### src/rtl/tty_pkg.sv
// Shared definitions for the TTY text writer: FSM states, control codes and
// default screen geometry.
package tty_pkg;

    localparam int unsigned TTY_COLS = 80;
    localparam int unsigned TTY_ROWS = 30;
    localparam logic [7:0]  TTY_FILL = 8'h20;

    typedef enum logic [1:0] {
        IDLE    = 2'd0,
        CLR_ROW = 2'd1,
        CLR_ALL = 2'd2,
        TAB     = 2'd3
    } tty_state_e;

    localparam logic [7:0] CH_BS  = 8'h08;
    localparam logic [7:0] CH_TAB = 8'h09;
    localparam logic [7:0] CH_LF  = 8'h0A;
    localparam logic [7:0] CH_FF  = 8'h0C;
    localparam logic [7:0] CH_CR  = 8'h0D;
    localparam logic [7:0] CH_DEL = 8'h7F;

    // Bytes that are drawn as glyphs rather than interpreted.
    function automatic logic is_printable(input logic [7:0] b);
        return (b >= 8'h20) && (b != CH_DEL);
    endfunction

endpackage

### src/rtl/tty_cursor.sv
// Cursor tracker: column, row and row_base (row*COLS kept by add/subtract),
// plus a registered linear cursor address. wrap_o_c flags a line advance
// out of the bottom row in the current cycle.
module tty_cursor import tty_pkg::*; #(
    parameter int unsigned COLS   = TTY_COLS,
    parameter int unsigned ROWS   = TTY_ROWS,
    parameter int unsigned ADDR_W = 16
) (
    input  logic              clk_i,
    input  logic              reset_i,
    input  logic              home_i,
    input  logic              adv_i,
    input  logic              cr_i,
    input  logic              lf_i,
    input  logic              bs_i,
    output logic [ADDR_W-1:0] col_o,
    output logic [ADDR_W-1:0] addr_o,
    output logic              wrap_o_c
);

    localparam logic [ADDR_W-1:0] COL_LAST = ADDR_W'(COLS - 1);
    localparam logic [ADDR_W-1:0] ROW_LAST = ADDR_W'(ROWS - 1);
    localparam logic [ADDR_W-1:0] COLS_A   = ADDR_W'(COLS);

    logic [ADDR_W-1:0] col_q, col_d;
    logic [ADDR_W-1:0] row_q, row_d;
    logic [ADDR_W-1:0] base_q, base_d;
    logic [ADDR_W-1:0] addr_q, addr_d;
    logic              line_c;

    // Next cursor position for the requested operation.
    always_comb begin
        col_d  = col_q;
        row_d  = row_q;
        base_d = base_q;
        addr_d = addr_q;
        line_c = 1'b0;
        if (home_i) begin
            col_d  = '0;
            row_d  = '0;
            base_d = '0;
            addr_d = '0;
        end else if (adv_i) begin
            if (col_q == COL_LAST) begin
                col_d  = '0;
                line_c = 1'b1;
            end else begin
                col_d  = col_q + ADDR_W'(1);
                addr_d = addr_q + ADDR_W'(1);
            end
        end else if (cr_i) begin
            col_d  = '0;
            addr_d = base_q;
        end else if (lf_i) begin
            col_d  = '0;
            line_c = 1'b1;
        end else if (bs_i && (col_q != '0)) begin
            col_d  = col_q - ADDR_W'(1);
            addr_d = addr_q - ADDR_W'(1);
        end
        if (line_c) begin
            if (row_q != ROW_LAST) begin
                row_d  = row_q + ADDR_W'(1);
                base_d = base_q + COLS_A;
                addr_d = base_q + COLS_A;
            end else begin
                row_d  = '0;
                base_d = '0;
                addr_d = '0;
            end
        end
    end

    assign wrap_o_c = line_c && (row_q == ROW_LAST);
    assign col_o    = col_q;
    assign addr_o   = addr_q;

    // Cursor registers; reset homes the cursor.
    always_ff @(posedge clk_i) begin
        if (reset_i) begin
            col_q  <= '0;
            row_q  <= '0;
            base_q <= '0;
            addr_q <= '0;
        end else begin
            col_q  <= col_d;
            row_q  <= row_d;
            base_q <= base_d;
            addr_q <= addr_d;
        end
    end

endmodule

### src/rtl/tty_text_writer.sv
// TTY text writer: turns a byte stream into single-byte writes to an
// 80x30 write-only character buffer. Wraps to row 0 (blanking it) instead
// of scrolling. Optional macro TTY_TAB_EN enables tab stops every 8 columns.
module tty_text_writer import tty_pkg::*; #(
    parameter int unsigned COLS   = TTY_COLS,
    parameter int unsigned ROWS   = TTY_ROWS,
    parameter logic [7:0]  FILL   = TTY_FILL,
    parameter int unsigned ADDR_W = 16
) (
    input  logic              clk,
    input  logic              reset,
    input  logic              char_valid,
    input  logic [7:0]        char_data,
    output logic              char_ready,
    output logic              buf_we,
    output logic [ADDR_W-1:0] buf_addr,
    output logic [7:0]        buf_data,
    output logic [ADDR_W-1:0] cursor_addr,
    output logic              busy
);

    localparam logic [ADDR_W-1:0] ROW_END = ADDR_W'(COLS - 1);
    localparam logic [ADDR_W-1:0] SCR_END = ADDR_W'(ROWS * COLS - 1);

    tty_state_e        state_q;
    logic [ADDR_W-1:0] clr_q;
    logic [ADDR_W-1:0] clr_end_c;
    logic [ADDR_W-1:0] col;
    logic              take_c, print_c, tab_c;
    logic              home_c, adv_c, cr_c, lf_c, bs_c, wrap_c;

`ifdef TTY_TAB_EN
    assign tab_c = (char_data == CH_TAB);
`else
    assign tab_c = 1'b0;
`endif

    // Decode the accepted byte into cursor operations.
    always_comb begin
        take_c    = char_valid && char_ready && (state_q == IDLE);
        print_c   = is_printable(char_data);
        home_c    = 1'b0;
        adv_c     = 1'b0;
        cr_c      = 1'b0;
        lf_c      = 1'b0;
        bs_c      = 1'b0;
        clr_end_c = (state_q == CLR_ALL) ? SCR_END : ROW_END;
        if (take_c) begin
            if (print_c) begin
                adv_c = 1'b1;
            end else begin
                home_c = (char_data == CH_FF);
                cr_c   = (char_data == CH_CR);
                lf_c   = (char_data == CH_LF);
                bs_c   = (char_data == CH_BS);
            end
        end
        if (state_q == TAB) begin
            adv_c = 1'b1;
        end
    end

    tty_cursor #(
        .COLS   (COLS),
        .ROWS   (ROWS),
        .ADDR_W (ADDR_W)
    ) u_cursor (
        .clk_i    (clk),
        .reset_i  (reset),
        .home_i   (home_c),
        .adv_i    (adv_c),
        .cr_i     (cr_c),
        .lf_i     (lf_c),
        .bs_i     (bs_c),
        .col_o    (col),
        .addr_o   (cursor_addr),
        .wrap_o_c (wrap_c)
    );

    // Control FSM and registered buffer write port. Wrapping always lands on
    // row 0, so a row clear always starts at address 0.
    always_ff @(posedge clk) begin
        if (reset) begin
            state_q    <= CLR_ALL;
            clr_q      <= '0;
            char_ready <= 1'b0;
            busy       <= 1'b1;
            buf_we     <= 1'b0;
            buf_addr   <= '0;
            buf_data   <= '0;
        end else begin
            buf_we <= 1'b0;
            case (state_q)
                IDLE: begin
                    if (take_c) begin
                        if (print_c) begin
                            buf_we   <= 1'b1;
                            buf_addr <= cursor_addr;
                            buf_data <= char_data;
                        end else if ((char_data == CH_BS) && (col != '0)) begin
                            buf_we   <= 1'b1;
                            buf_addr <= cursor_addr - ADDR_W'(1);
                            buf_data <= FILL;
                        end
                        if (char_data == CH_FF) begin
                            state_q    <= CLR_ALL;
                            clr_q      <= '0;
                            char_ready <= 1'b0;
                            busy       <= 1'b1;
                        end else if (wrap_c) begin
                            state_q    <= CLR_ROW;
                            clr_q      <= '0;
                            char_ready <= 1'b0;
                            busy       <= 1'b1;
                        end else if (tab_c) begin
                            state_q    <= TAB;
                            char_ready <= 1'b0;
                        end
                    end
                end
                CLR_ROW, CLR_ALL: begin
                    buf_we   <= 1'b1;
                    buf_addr <= clr_q;
                    buf_data <= FILL;
                    if (clr_q == clr_end_c) begin
                        state_q    <= IDLE;
                        char_ready <= 1'b1;
                        busy       <= 1'b0;
                    end else begin
                        clr_q <= clr_q + ADDR_W'(1);
                    end
                end
                TAB: begin
                    buf_we   <= 1'b1;
                    buf_addr <= cursor_addr;
                    buf_data <= FILL;
                    if (wrap_c) begin
                        state_q <= CLR_ROW;
                        clr_q   <= '0;
                        busy    <= 1'b1;
                    end else if ((col[2:0] == 3'b111) || (col == ROW_END)) begin
                        state_q    <= IDLE;
                        char_ready <= 1'b1;
                    end
                end
                default: begin
                    state_q    <= IDLE;
                    char_ready <= 1'b1;
                    busy       <= 1'b0;
                end
            endcase
        end
    end

endmodule

### config.mk
export PLATFORM = sky130hd
export DESIGN_NAME = tty_text_writer
export DESIGN_NICKNAME = d
export VERILOG_FILES = /design/src/rtl/tty_pkg.sv /design/src/rtl/tty_cursor.sv /design/src/rtl/tty_text_writer.sv
export SDC_FILE = /design/constraint.sdc
export NUM_CORES = 1
export LEC_CHECK = 0
export ABC_AREA = 1
export CAP_MARGIN = 20
export CORE_MARGIN = 4
export CORE_UTILIZATION = 35
export DETAILED_ROUTE_END_ITERATION = 8
export PLACE_DENSITY_LB_ADDON = 0.1
export SYNTH_ARGS = -nofsm -noshare
export SYNTH_HDL_FRONTEND = slang
export SYNTH_SLANG_ARGS = --single-unit
### constraint.sdc
create_clock -name clk -period 3.57 [get_ports clk]
set_clock_uncertainty 0.05 [all_clocks]
set_input_delay 0.714 -clock clk [delete_from_list [all_inputs] [get_ports clk]]
set_output_delay 0.714 -clock clk [all_outputs]
set_load 0.02 [all_outputs]
==> metrics.md, run 1 <==
| Metric | Value |
|---|---|
| Status | `complete, no violations` |
| Worst Path Max Fanout | `23` |
| Die width | `159.5 um` |
| Post_cts resized | `0` |
| Via Count | `8444` |
| CTS Hold Bufs | `0` |
| Clock-pin slew on the worst setup and hold paths | `70 ps` |
| I/O Buffers | `53` |
| Hold Fails Final Rpt | `0` |
| Crit-path slowest cell | `clkdlybuf4s50_1` |
| Grt total ovfl | `0` |
| Synth Net Count | `1332` |
| Layout cells sized above 1 | `0.05643` |
| Final Setup Violations | `0` |
| Comb power frac | `0.607` |
| Crit share post-route | `0.8055` |
| Cell variety after synth | `48` |
| CP bufs+invs | `3` |
| RSZ-0062 raised after global routing | `false` |
| Crit path largest cell delay | `560 ps` |
| # IOs | `54` |
| Gr usage total | `0.2010` |
| Seq pwr share | `0.252` |
| Root Driver | `clkbuf_16` |
| Final WL | `25790 um` |
| Post-Syn Area | `8034 um^2` |
| Clock tree buffer depth | `2` |
| Crit path DAT | `3090 ps` |
| Ys flop type | `dfxtp_1` |
| WL/cell | `15.98 um` |
| Most common cell on crit path | `nand2_1` |
| Clk_lat worst skew | `360 ps` |
| Slew @ Worst Pin | `1052 ps` |
| Crit path launch type | `input pin` |
| Max_cap viols | `0` |
| Pleak | `3.845 nW` |
| Vias in the first global route | `7952` |
| Placement Setup Slack | `304.8 ps` |
| Post-route minimum period | `2876 ps` |
| Seq/Total Area, Yosys | `0.2716` |
| DPL Wire Length | `18860 um` |
| Routability cong. | `0.8671` |
| Crit-path cells | `clkdlybuf4s50_1 > nand2_1 > nor2_1 > nand2_1 > nand3_4 > nand2_4 > nor2_1 > nand4_2 > o21ai_0 > inv_1 > nand2_1 > inv_1` |
| # diodes | `0` |
| Row count | `55` |
| Worst slew margin | `0.2958` |
| Setup TNS | `0 ps` |
| Fin nets | `1349` |
| ANT nets after route | `0` |
| Pint | `0.003830 W` |
| Setup ws final | `694.3 ps` |
| Htree depth | `3` |
| Min-delay worst type | `flip-flop to flip-flop` |
| Initial antenna violation count | `0` |
| Yosys warning count | `0` |
| FF/Latch Area | `2182 um^2` |
| Switching Fraction | `0.5121` |
| Hold slack | `417.8 ps` |
| TritonRoute pass-1 iters | `5` |
| Post-synth EDFFs | `0` |
| Die area | `25440 um^2` |
| Via density | `5.232` |
| Syn Inst Count | `1307` |
| Initial drt markers | `581` |
| TritonCTS Buffers | `9` |
| Max Slew Vio Count | `0` |
| Starting density of the core | `0.3548` |
| Post-CTS setup buffers | `0` |
| Synth Area per Inst | `6.147 um^2` |
| First-pass GRT wire length | `42370 um` |
| Clock share of power | `0.141` |
| CORE AREA | `22640 um^2` |
| Pin count of the biggest net entering global routing | `55` |
| Clock tree from TritonCTS | `done` |
| Die outline height | `159.5 um` |
| DRC | `0` |
| CP top delay family | `simple AND/OR/NAND/NOR gates` |
| Syn-to-layout area delta | `12.80%` |
| Worst EP required | `3780 ps` |
| Worst setup path class | `input pin to flip-flop` |
| Fraction of registers with async set/reset | `0` |
| Area of the multi-input gates | `4922 um^2` |
| FF+latch count, synth | `109` |
| Fmax | `0.3477 GHz` |
| Fill cells | `2470` |
| P per Cell Area | `866.2 nW/um^2` |
| Psw | `0.004020 W` |
| Crit. End Element | `flip-flop` |
| Peak supply drop | `0.0003320 V` |
| Num Clock Sinks | `109` |
worst register-to-register path, delay by kind of cell (launching register included):
kind            cells  cell delay, ps
compound gates      3            1030
fa+ha+maj           1             230
buf+inv             1             550
flops               1             450
simple gates        3             390
stage by stage:
step / power, W / std cells / instance area [um^2] / utilization
2_1_floorplan: 0.005390 / 1307 / 8034 / -
3_3_place_gp: 0.006746 / 1598 / 8746 / 0.3863
3_5_place_dp: 0.006729 / 1598 / 8746 / 0.3863
4_1_cts: 0.007879 / 1614 / 9062 / 0.4003
5_1_grt: 0.008603 / 1614 / 9062 / 0.4003
6_report: 0.007850 / 1614 / 9062 / 0.4003
registers in the layout (all words and copies together), names as in the netlist:
| name | flops |
|---|---|
| clr_q | 16 |
| u_cursor.addr_o | 16 |
| u_cursor.col_o | 16 |
| buf_data | 8 |
| busy | 1 |
| buf_we | 1 |
| u_cursor.base_q | 16 |
| buf_addr | 16 |
| char_ready | 1 |
| u_cursor.row_q | 16 |
| state_q | 2 |
kinds of logic after synthesis:
family,after synthesis,share of synthesized area
simple gates,688,0.3901
compound gates,232,0.1615
flops,109,0.2716
xor+xnor,36,0.03925
fa+ha+maj,14,0.02180
buf+inv,228,0.1157
path summary, 6_finish.rpt:
path                                         start                 end  slack [ps]  cells after the start
worst min-delay path            u_cursor.base_q[0]  u_cursor.base_q[0]         420                      2
worst max register to register            clr_q[1]            clr_q[0]         770                      8
worst max-delay path                  char_data[1]  u_cursor.addr_o[0]         690                     12
worst min register to register  u_cursor.base_q[0]  u_cursor.base_q[0]         420                      2
metal layers:
| metal | up-vias | global-route usage | share of wire |
|---|---|---|---|
| li1 | 4344 | - | - |
| met1 | 3856 | 0.2746 | 0.48 |
| met2 | 209 | 0.3317 | 0.46 |
| met3 | 35 | 0.03158 | 0.045 |
| met4 | 0 | 0.05168 | 0.021 |
| met5 | - | 0 | 0 |
power groups by stage:
stage / combinational, W / clock, W / sequential [W]
2_1_floorplan: 0.00344 / 0 / 0.00195
3_3_place_gp: 0.00475 / 0 / 0.00200
3_5_place_dp: 0.00473 / 0 / 0.00199
4_1_cts: 0.00476 / 0.00115 / 0.00197
5_1_grt: 0.00539 / 0.00119 / 0.00203
6_report: 0.00476 / 0.00111 / 0.00198
placed cells by master (no fill, tap or decap), types with 3 or more instances in the layout:
cell type / synthesis / routed
o211ai_1: 7 / 7
dfxtp_1: 109 / 109
nand3_4: 3 / 3
clkdlybuf4s50_1: 0 / 52
o221ai_1: 6 / 6
nand2_1: 282 / 282
nor2_2: 6 / 6
nor3_1: 20 / 20
buf_4: 6 / 17
nor2_1: 164 / 164
inv_2: 7 / 7
nand2_2: 6 / 6
nand3b_1: 4 / 4
nor2_4: 4 / 4
xor2_1: 32 / 32
a22oi_1: 5 / 5
a21oi_1: 91 / 91
clkbuf_16: 0 / 9
inv_1: 154 / 154
a211oi_1: 3 / 3
nand3_1: 145 / 145
o21ai_0: 78 / 78
xnor2_1: 4 / 4
nor3_2: 3 / 3
nand4_1: 33 / 33
o21ai_1: 11 / 11
ha_1: 14 / 14
o22ai_1: 10 / 10
a32oi_1: 6 / 6
a31oi_1: 7 / 7
nor4_1: 7 / 7
synthesized netlist by cell type (all sizes together) (14+ instances only):
cell    instances  area (um^2)
a21oi          92        471.7
buf            32        192.7
clkbuf         33        125.1
dfxtp         109         2182
ha             14        175.2
inv           161        604.3
nand2         291         1139
nand3         150        798.3
nand4          36        261.5
nor2          174        698.2
nor3           23        130.1
o21ai          89        445.4
xor2           32        280.3
cell type report:
class                   instances  share of cell area
multi-input cells             970              0.5431
flip-flops and latches        109              0.2408
repair buffers                 71             0.07428
inverters                     163             0.06751
well taps                     285             0.03935
clock buffers                  10             0.02527
clock inverters                 6            0.009665
Power figures use the tool's default switching activity.
==> inputs of run 2 (changes only) <==
==> constraint.sdc (replaced) <==
create_clock -name clk -period 2.83 [get_ports clk]
set_clock_uncertainty 0.05 [all_clocks]
set_input_delay 0.566 -clock clk [delete_from_list [all_inputs] [get_ports clk]]
set_output_delay 0.566 -clock clk [all_outputs]
set_load 0.02 [all_outputs]
==> metrics.md, run 2 (synthesized netlist as in run 1, its figures left out) <==
| Metric | Value |
|---|---|
| Status | `complete, no violations` |
| Most common cell on crit path | `nand3_1` |
| Pleak | `3.966 nW (+3.1%)` |
| Post_cts resized | `0 (unchanged)` |
| Crit-path slowest cell | `clkdlybuf4s50_1` |
| Initial antenna violation count | `0 (unchanged)` |
| Worst setup path startpoint | `char_data[1]` |
| First-pass GRT wire length | `42950 um (+1.4%)` |
| Clk_lat worst skew | `360 ps (about the same)` |
| WL/cell | `15.84 um (-0.89%)` |
| CTS Hold Bufs | `0 (unchanged)` |
| Min-delay worst type | `flip-flop to flip-flop` |
| Setup TNS | `0 ps (unchanged)` |
| Placed insts | `1623 (+1.6%)` |
| Worst reg2reg path depth | `9 (+1)` |
| Die outline height | `159.5 um (unchanged)` |
| Initial drt markers | `495 (-15%)` |
| DRC | `0 (unchanged)` |
| Final Power | `0.009936 W (+27%)` |
| Starting density of the core | `0.3548 (unchanged)` |
| TritonRoute pass-1 iters | `6 (+1)` |
| Worst Path Max Fanout | `16 (-30%)` |
| Crit share post-route | `0.8394` |
| Pin count of the biggest net entering global routing | `49 (-11%)` |
| Crit-path cells | `clkdlybuf4s50_1 > nand2_1 > nor2_1 > nand2_1 > nand3_4 > nand2_4 > nand2_8 > nand3_4 > nor2_4 > buf_4 > nand3_1 > nand3_1 > nand3_1 > inv_1` |
| I/O Buffers | `53 (unchanged)` |
| Crit. End Element | `flip-flop` |
| Vias in the first global route | `8027 (+0.94%)` |
| Fmax | `0.4210 GHz` |
| Layout Cells excl Fill | `1639 (+1.5%)` |
| Crit path capture | `u_cursor.addr_o[14]` |
| Hold Fails Final Rpt | `0 (unchanged)` |
| Worst EP required | `3090 ps (-690 ps)` |
| Gr usage total | `0.2031 (+0.002053)` |
| # IOs | `54 (unchanged)` |
| DPL Wire Length | `19210 um (+1.8%)` |
| CP bufs+invs | `3 (unchanged)` |
| CP top delay family | `simple AND/OR/NAND/NOR gates` |
| TritonCTS Buffers | `9 (unchanged)` |
| Area of the multi-input gates | `4922 um^2 (unchanged)` |
| Most common cell after layout, fill and taps aside | `nand2_1` |
| Worst setup path class | `input pin to flip-flop` |
| Final Core Density | `0.4086 (+0.008345)` |
| Row count | `55 (unchanged)` |
| FF/Latch Area | `2182 um^2 (unchanged)` |
| Final WL | `25960 um (+0.65%)` |
| Die area | `25440 um^2 (unchanged)` |
| P per Cell Area | `1074 nW/um^2 (+24%)` |
| Reg2reg setup slack | `520 ps (-250 ps)` |
| Num Clock Sinks | `109 (unchanged)` |
| Worst reg2reg startpoint | `state_q[1]` |
| Fin nets | `1375 (+1.9%)` |
| Clock tree from TritonCTS | `done` |
| Levels on crit path | `14 (+2)` |
| Most frequent cells in the layout | `nand2_1, nor2_1, inv_1` |
| Crit path launch type | `input pin` |
| Via density | `5.138 (-1.8%)` |
| Crit path DAT | `2630 ps (-460 ps)` |
| Via Count | `8422 (-0.26%)` |
| Layout cells sized above 1 | `0.07459 (+0.01816)` |
| Max Slew Vio Count | `0 (unchanged)` |
| Routability cong. | `0.8939 (+3.1%)` |
| Worst r2r dst | `buf_addr[1]` |
| Slew @ Worst Pin | `749.0 ps (-303.5 ps)` |
| Post-CTS setup buffers | `0 (unchanged)` |
| Grt total ovfl | `0 (unchanged)` |
| Root Driver | `clkbuf_16` |
| CORE AREA | `22640 um^2 (unchanged)` |
| ANT nets after route | `0 (unchanged)` |
| Final Setup Violations | `0 (unchanged)` |
| Fill cells | `2488 (+0.73%)` |
| Die width | `159.5 um (unchanged)` |
| # diodes | `0 (unchanged)` |
| Post-route minimum period | `2376 ps` |
| RSZ-0062 raised after global routing | `false` |
| Crit path largest cell delay | `550 ps (about the same)` |
| Syn-to-layout area delta | `15.15%` |
| Worst slew margin | `0.4976 (+0.2018)` |
| Htree depth | `3 (unchanged)` |
| Clock tree buffer depth | `2 (unchanged)` |
| Clock-pin slew on the worst setup and hold paths | `80 ps (about the same)` |
| Peak supply drop | `0.0004475 V (+35%)` |
| Max_cap viols | `0 (unchanged)` |
run 2: changes by cell type in the layout (fill, tap and decap cells not counted), sizes merged:
cell / previous run / this run
buf: 19 / 45
bufinv: 2 / 0
clkbuf: 10 / 9
clkinv: 6 / 5
clkinvlp: 0 / 1
inv: 161 / 163
run 2: layout make-up:
type                       instances  share of cell area
multi-input combinational        970              0.5321
sequential                       109              0.2359
timing repair buffer              97             0.09792
inverter                         163             0.06613
tap                              285             0.03854
clock buffer                       9             0.02434
clock inverter                     6            0.005139
run 2: how the worst min path moves through the flow:
stage                        from            endpoint  cells past startpoint
5_1_grt               buf_data[5]         buf_data[5]                      2
4_1_cts        u_cursor.base_q[1]  u_cursor.base_q[1]                      2
3_5_place_dp   u_cursor.base_q[1]  u_cursor.base_q[1]                      2
2_1_floorplan  u_cursor.base_q[3]  u_cursor.base_q[3]                      2
6_report       u_cursor.base_q[1]  u_cursor.base_q[1]                      2
3_3_place_gp   u_cursor.base_q[1]  u_cursor.base_q[1]                      2
run 2: per-layer routing:
| metal | wire length [um] | GRT usage |
|---|---|---|
| met1 | 12480 | 0.2771 |
| met2 | 12200 | 0.3411 |
| met3 | 904 | 0.02537 |
| met4 | 372 | 0.05049 |
| met5 | 0 | 0 |
run 2: power by group:
group | total (W) | internal [W] | leakage, nW | switching (W)
combinational | 0.00621 | 0.00228 | 2.95 | 0.00393
clock | 0.00124 | 0.000602 | 0.132 | 0.000636
sequential | 0.00249 | 0.00193 | 0.888 | 0.000562
total | 0.00994 | 0.00481 | 3.97 | 0.00513
run 2: worst min-delay path: cells and delay by family, from the launching register on:
| kind | cells | cell delay, ps |
|---|---|---|
| AND/OR/NAND/NOR | 2 | 110 |
| flip-flops | 1 | 330 |
run 2: metrics by stage:
| stage | hold WS, ps | setup WS, ps | instance area [um^2] |
|---|---|---|---|
| global placement | 403.6 | 62.01 | 8971 |
| global route | 443.1 | 234.9 | 9251 |
| finish | 420.1 | 454.5 | 9251 |
| CTS | 417.1 | 355.1 | 9244 |
| detailed placement | 405.4 | 4.025 | 8971 |
| floorplan | 387.8 | 883.2 | 8034 |
==> inputs of run 3 (changes only) <==
==> constraint.sdc (replaced) <==
create_clock -name clk -period 2.3 [get_ports clk]
set_clock_uncertainty 0.05 [all_clocks]
set_input_delay 0.46 -clock clk [delete_from_list [all_inputs] [get_ports clk]]
set_output_delay 0.46 -clock clk [all_outputs]
set_load 0.02 [all_outputs]
==> metrics.md, run 3 (synthesized netlist as in run 1, its figures left out) <==
| Metric | Value |
|---|---|
| Status | `complete, no violations` |
| Worst slew margin | `0.6537 (+0.1562)` |
| Peak supply drop | `0.0005535 V (+24%)` |
| Max_cap viols | `0 (unchanged)` |
| Row count | `55 (unchanged)` |
| Via Count | `8738 (+3.8%)` |
| Crit path largest cell delay | `600 ps (+50 ps)` |
| Clock share of power | `0.134 (+0.009)` |
| I/O Buffers | `53 (unchanged)` |
| Crit path launch type | `flip-flop` |
| Syn-to-layout area delta | `22.18%` |
| Clock-pin slew on the worst setup and hold paths | `70 ps (about the same)` |
| Fmax | `0.4518 GHz` |
| Pin count of the biggest net entering global routing | `55 (+12%)` |
| Placed Area | `9427 um^2 (+5.1%)` |
| Levels on crit path | `2 (-12)` |
| Pleak | `4.278 nW (+7.9%)` |
| # diodes | `0 (unchanged)` |
| Root Driver | `clkbuf_16` |
| Crit share post-route | `0.9622` |
| Die outline height | `159.5 um (unchanged)` |
| Max Slew Vio Count | `0 (unchanged)` |
| Slew @ Worst Pin | `515.4 ps (-233.6 ps)` |
| Die width | `159.5 um (unchanged)` |
| Switching Fraction | `0.4922 (-0.02396)` |
| Setup TNS | `0 ps (unchanged)` |
| Crit. End Element | `output port` |
| # IOs | `54 (unchanged)` |
| Min-delay worst type | `flip-flop to flip-flop` |
| Pint | `0.006606 W (+37%)` |
| RSZ-0062 raised after global routing | `true` |
| Via density | `5.170 (+0.62%)` |
| Worst setup path class | `flip-flop to output port` |
| CP top delay family | `buffers and inverters` |
| First-pass GRT wire length | `43730 um (+1.8%)` |
| Worst EP required | `1790 ps (-1300 ps)` |
| Placed insts | `1672 (+3.0%)` |
| Initial drt markers | `626 (+26%)` |
| Num Clock Sinks | `109 (unchanged)` |
| Layout Cells excl Fill | `1690 (+3.1%)` |
| P per Cell Area | `1325 nW/um^2 (+23%)` |
| CP bufs+invs | `2 (-1)` |
| Psw | `0.006403 W (+25%)` |
| WL/cell | `15.73 um (-0.66%)` |
| Clock tree buffer depth | `2 (unchanged)` |
| Fin nets | `1426 (+3.7%)` |
| Starting density of the core | `0.3548 (unchanged)` |
| Hold Fails Final Rpt | `0 (unchanged)` |
| WHS Path Cells | `2 (unchanged)` |
| Comb power frac | `0.637 (+0.012)` |
| Final WL | `26590 um (+2.4%)` |
| Vias in the first global route | `8392 (+4.5%)` |
| Layout cells sized above 1 | `0.1132 (+0.03857)` |
| DRC | `0 (unchanged)` |
| Grt total ovfl | `0 (unchanged)` |
| Crit-path cells | `buf_4 > clkdlybuf4s50_1` |
| Reg2reg setup slack | `160 ps (-360 ps)` |
| TritonRoute pass-1 iters | `5 (-1)` |
| Post-route minimum period | `2213 ps` |
| Gr usage total | `0.2070 (+0.003945)` |
| Routability cong. | `0.8838 (-1.1%)` |
| Initial antenna violation count | `0 (unchanged)` |
| Clk_lat worst skew | `370 ps (about the same)` |
| TritonCTS Buffers | `9 (unchanged)` |
| ANT nets after route | `0 (unchanged)` |
| Worst Path Max Fanout | `7 (-9)` |
| Most frequent cells in the layout | `nand2_1, nor2_1, inv_1` |
| Crit-path slowest cell | `clkdlybuf4s50_1` |
| Clock tree from TritonCTS | `done` |
| Most common cell after layout, fill and taps aside | `nand2_1` |
| Seq pwr share | `0.229 (-0.022)` |
| CORE AREA | `22640 um^2 (unchanged)` |
| Final Power | `0.01301 W (+31%)` |
| DPL Wire Length | `19560 um (+1.8%)` |
| Htree depth | `3 (unchanged)` |
| Design area | `9816 um^2 (+6.1%)` |
| Worst reg2reg path depth | `14 (+5)` |
| Crit path DAT | `1700 ps (-930 ps)` |
| Final Setup Violations | `0 (unchanged)` |
| Die area | `25440 um^2 (unchanged)` |
[run 3: cell types whose count changed in the layout (fill, tap and decap cells not counted), moves of 2 or more]
cell	previous run	this run
clkinvlp_4	1	3
inv_6	2	0
nand2_2	6	9
bufinv_16	0	2
buf_12	4	11
clkinv_4	2	0
buf_4	40	82
nand2_1	282	279
[run 3: worst paths after layout]
| kind | startpoint | end |
|---|---|---|
| hold reg to reg | u_cursor.base_q[0] | u_cursor.base_q[0] |
| hold / removal | u_cursor.base_q[0] | u_cursor.base_q[0] |
| setup reg to reg | state_q[1] | u_cursor.addr_o[3] |
| setup / recovery | u_cursor.addr_o[6] | cursor_addr[6] |
[run 3: worst reg2reg max path, cell delays in order, from the launching register on]
cell	delay (ps)
dfxtp_1	340
inv_1	90
ha_2	210
nand3_2	120
inv_4	110
nand3_4	120
nand2_4	130
nand2_8	90
a21oi_4	240
buf_12	180
buf_4	140
nand3_1	70
nand3_1	90
nand3_1	70
inv_1	50
[run 3: metrics by stage]
step                hold slack, ps  setup WS [ps]  utilization
floorplan                    387.8          353.2            -
global placement             400.5         -275.6       0.4164
detailed placement           403.6         -293.2       0.4164
CTS                          414.8          41.72       0.4303
global route                 428.7         -10.03       0.4335
finish                       413.9          86.86       0.4335
[run 3: area by class of cell]
type / count / area, um^2
inverters: 163 / 621.8
multi-input cells: 970 / 4941
clock buffers: 11 / 242.7
flip-flops and latches: 109 / 2183
repair buffers: 148 / 1398
fillers: 2449 / 12820
clock inverters: 4 / 72.57
well taps: 285 / 356.6
[run 3: timing repair]
| item | CTS | global route |
|---|---|---|
| hold endpoints to repair | 0 | 0 |
| buffers inserted | 0 | 2 |
| setup endpoints to repair | 0 | 38 |
| hold buffers | 0 | 0 |
| resized for setup | 0 | 12 |
[run 3: power groups by stage]
stage / registers, W / clock network, W / logic [W]
6_report: 0.00298 / 0.00174 / 0.00828
5_1_grt: 0.00306 / 0.00188 / 0.00931
4_1_cts: 0.00297 / 0.00181 / 0.00817
3_5_place_dp: 0.00302 / 0 / 0.00812
3_3_place_gp: 0.00302 / 0 / 0.00811
2_1_floorplan: 0.00302 / 0 / 0.00534
[run 3: metal layers]
layer	GRT usage	wire, um	vias to the layer above
met2	0.3373	12180	181
met1	0.2820	12660	4022
met3	0.03288	1084	39
met5	0	0	-
li1	-	-	4496
met4	0.06351	670	0
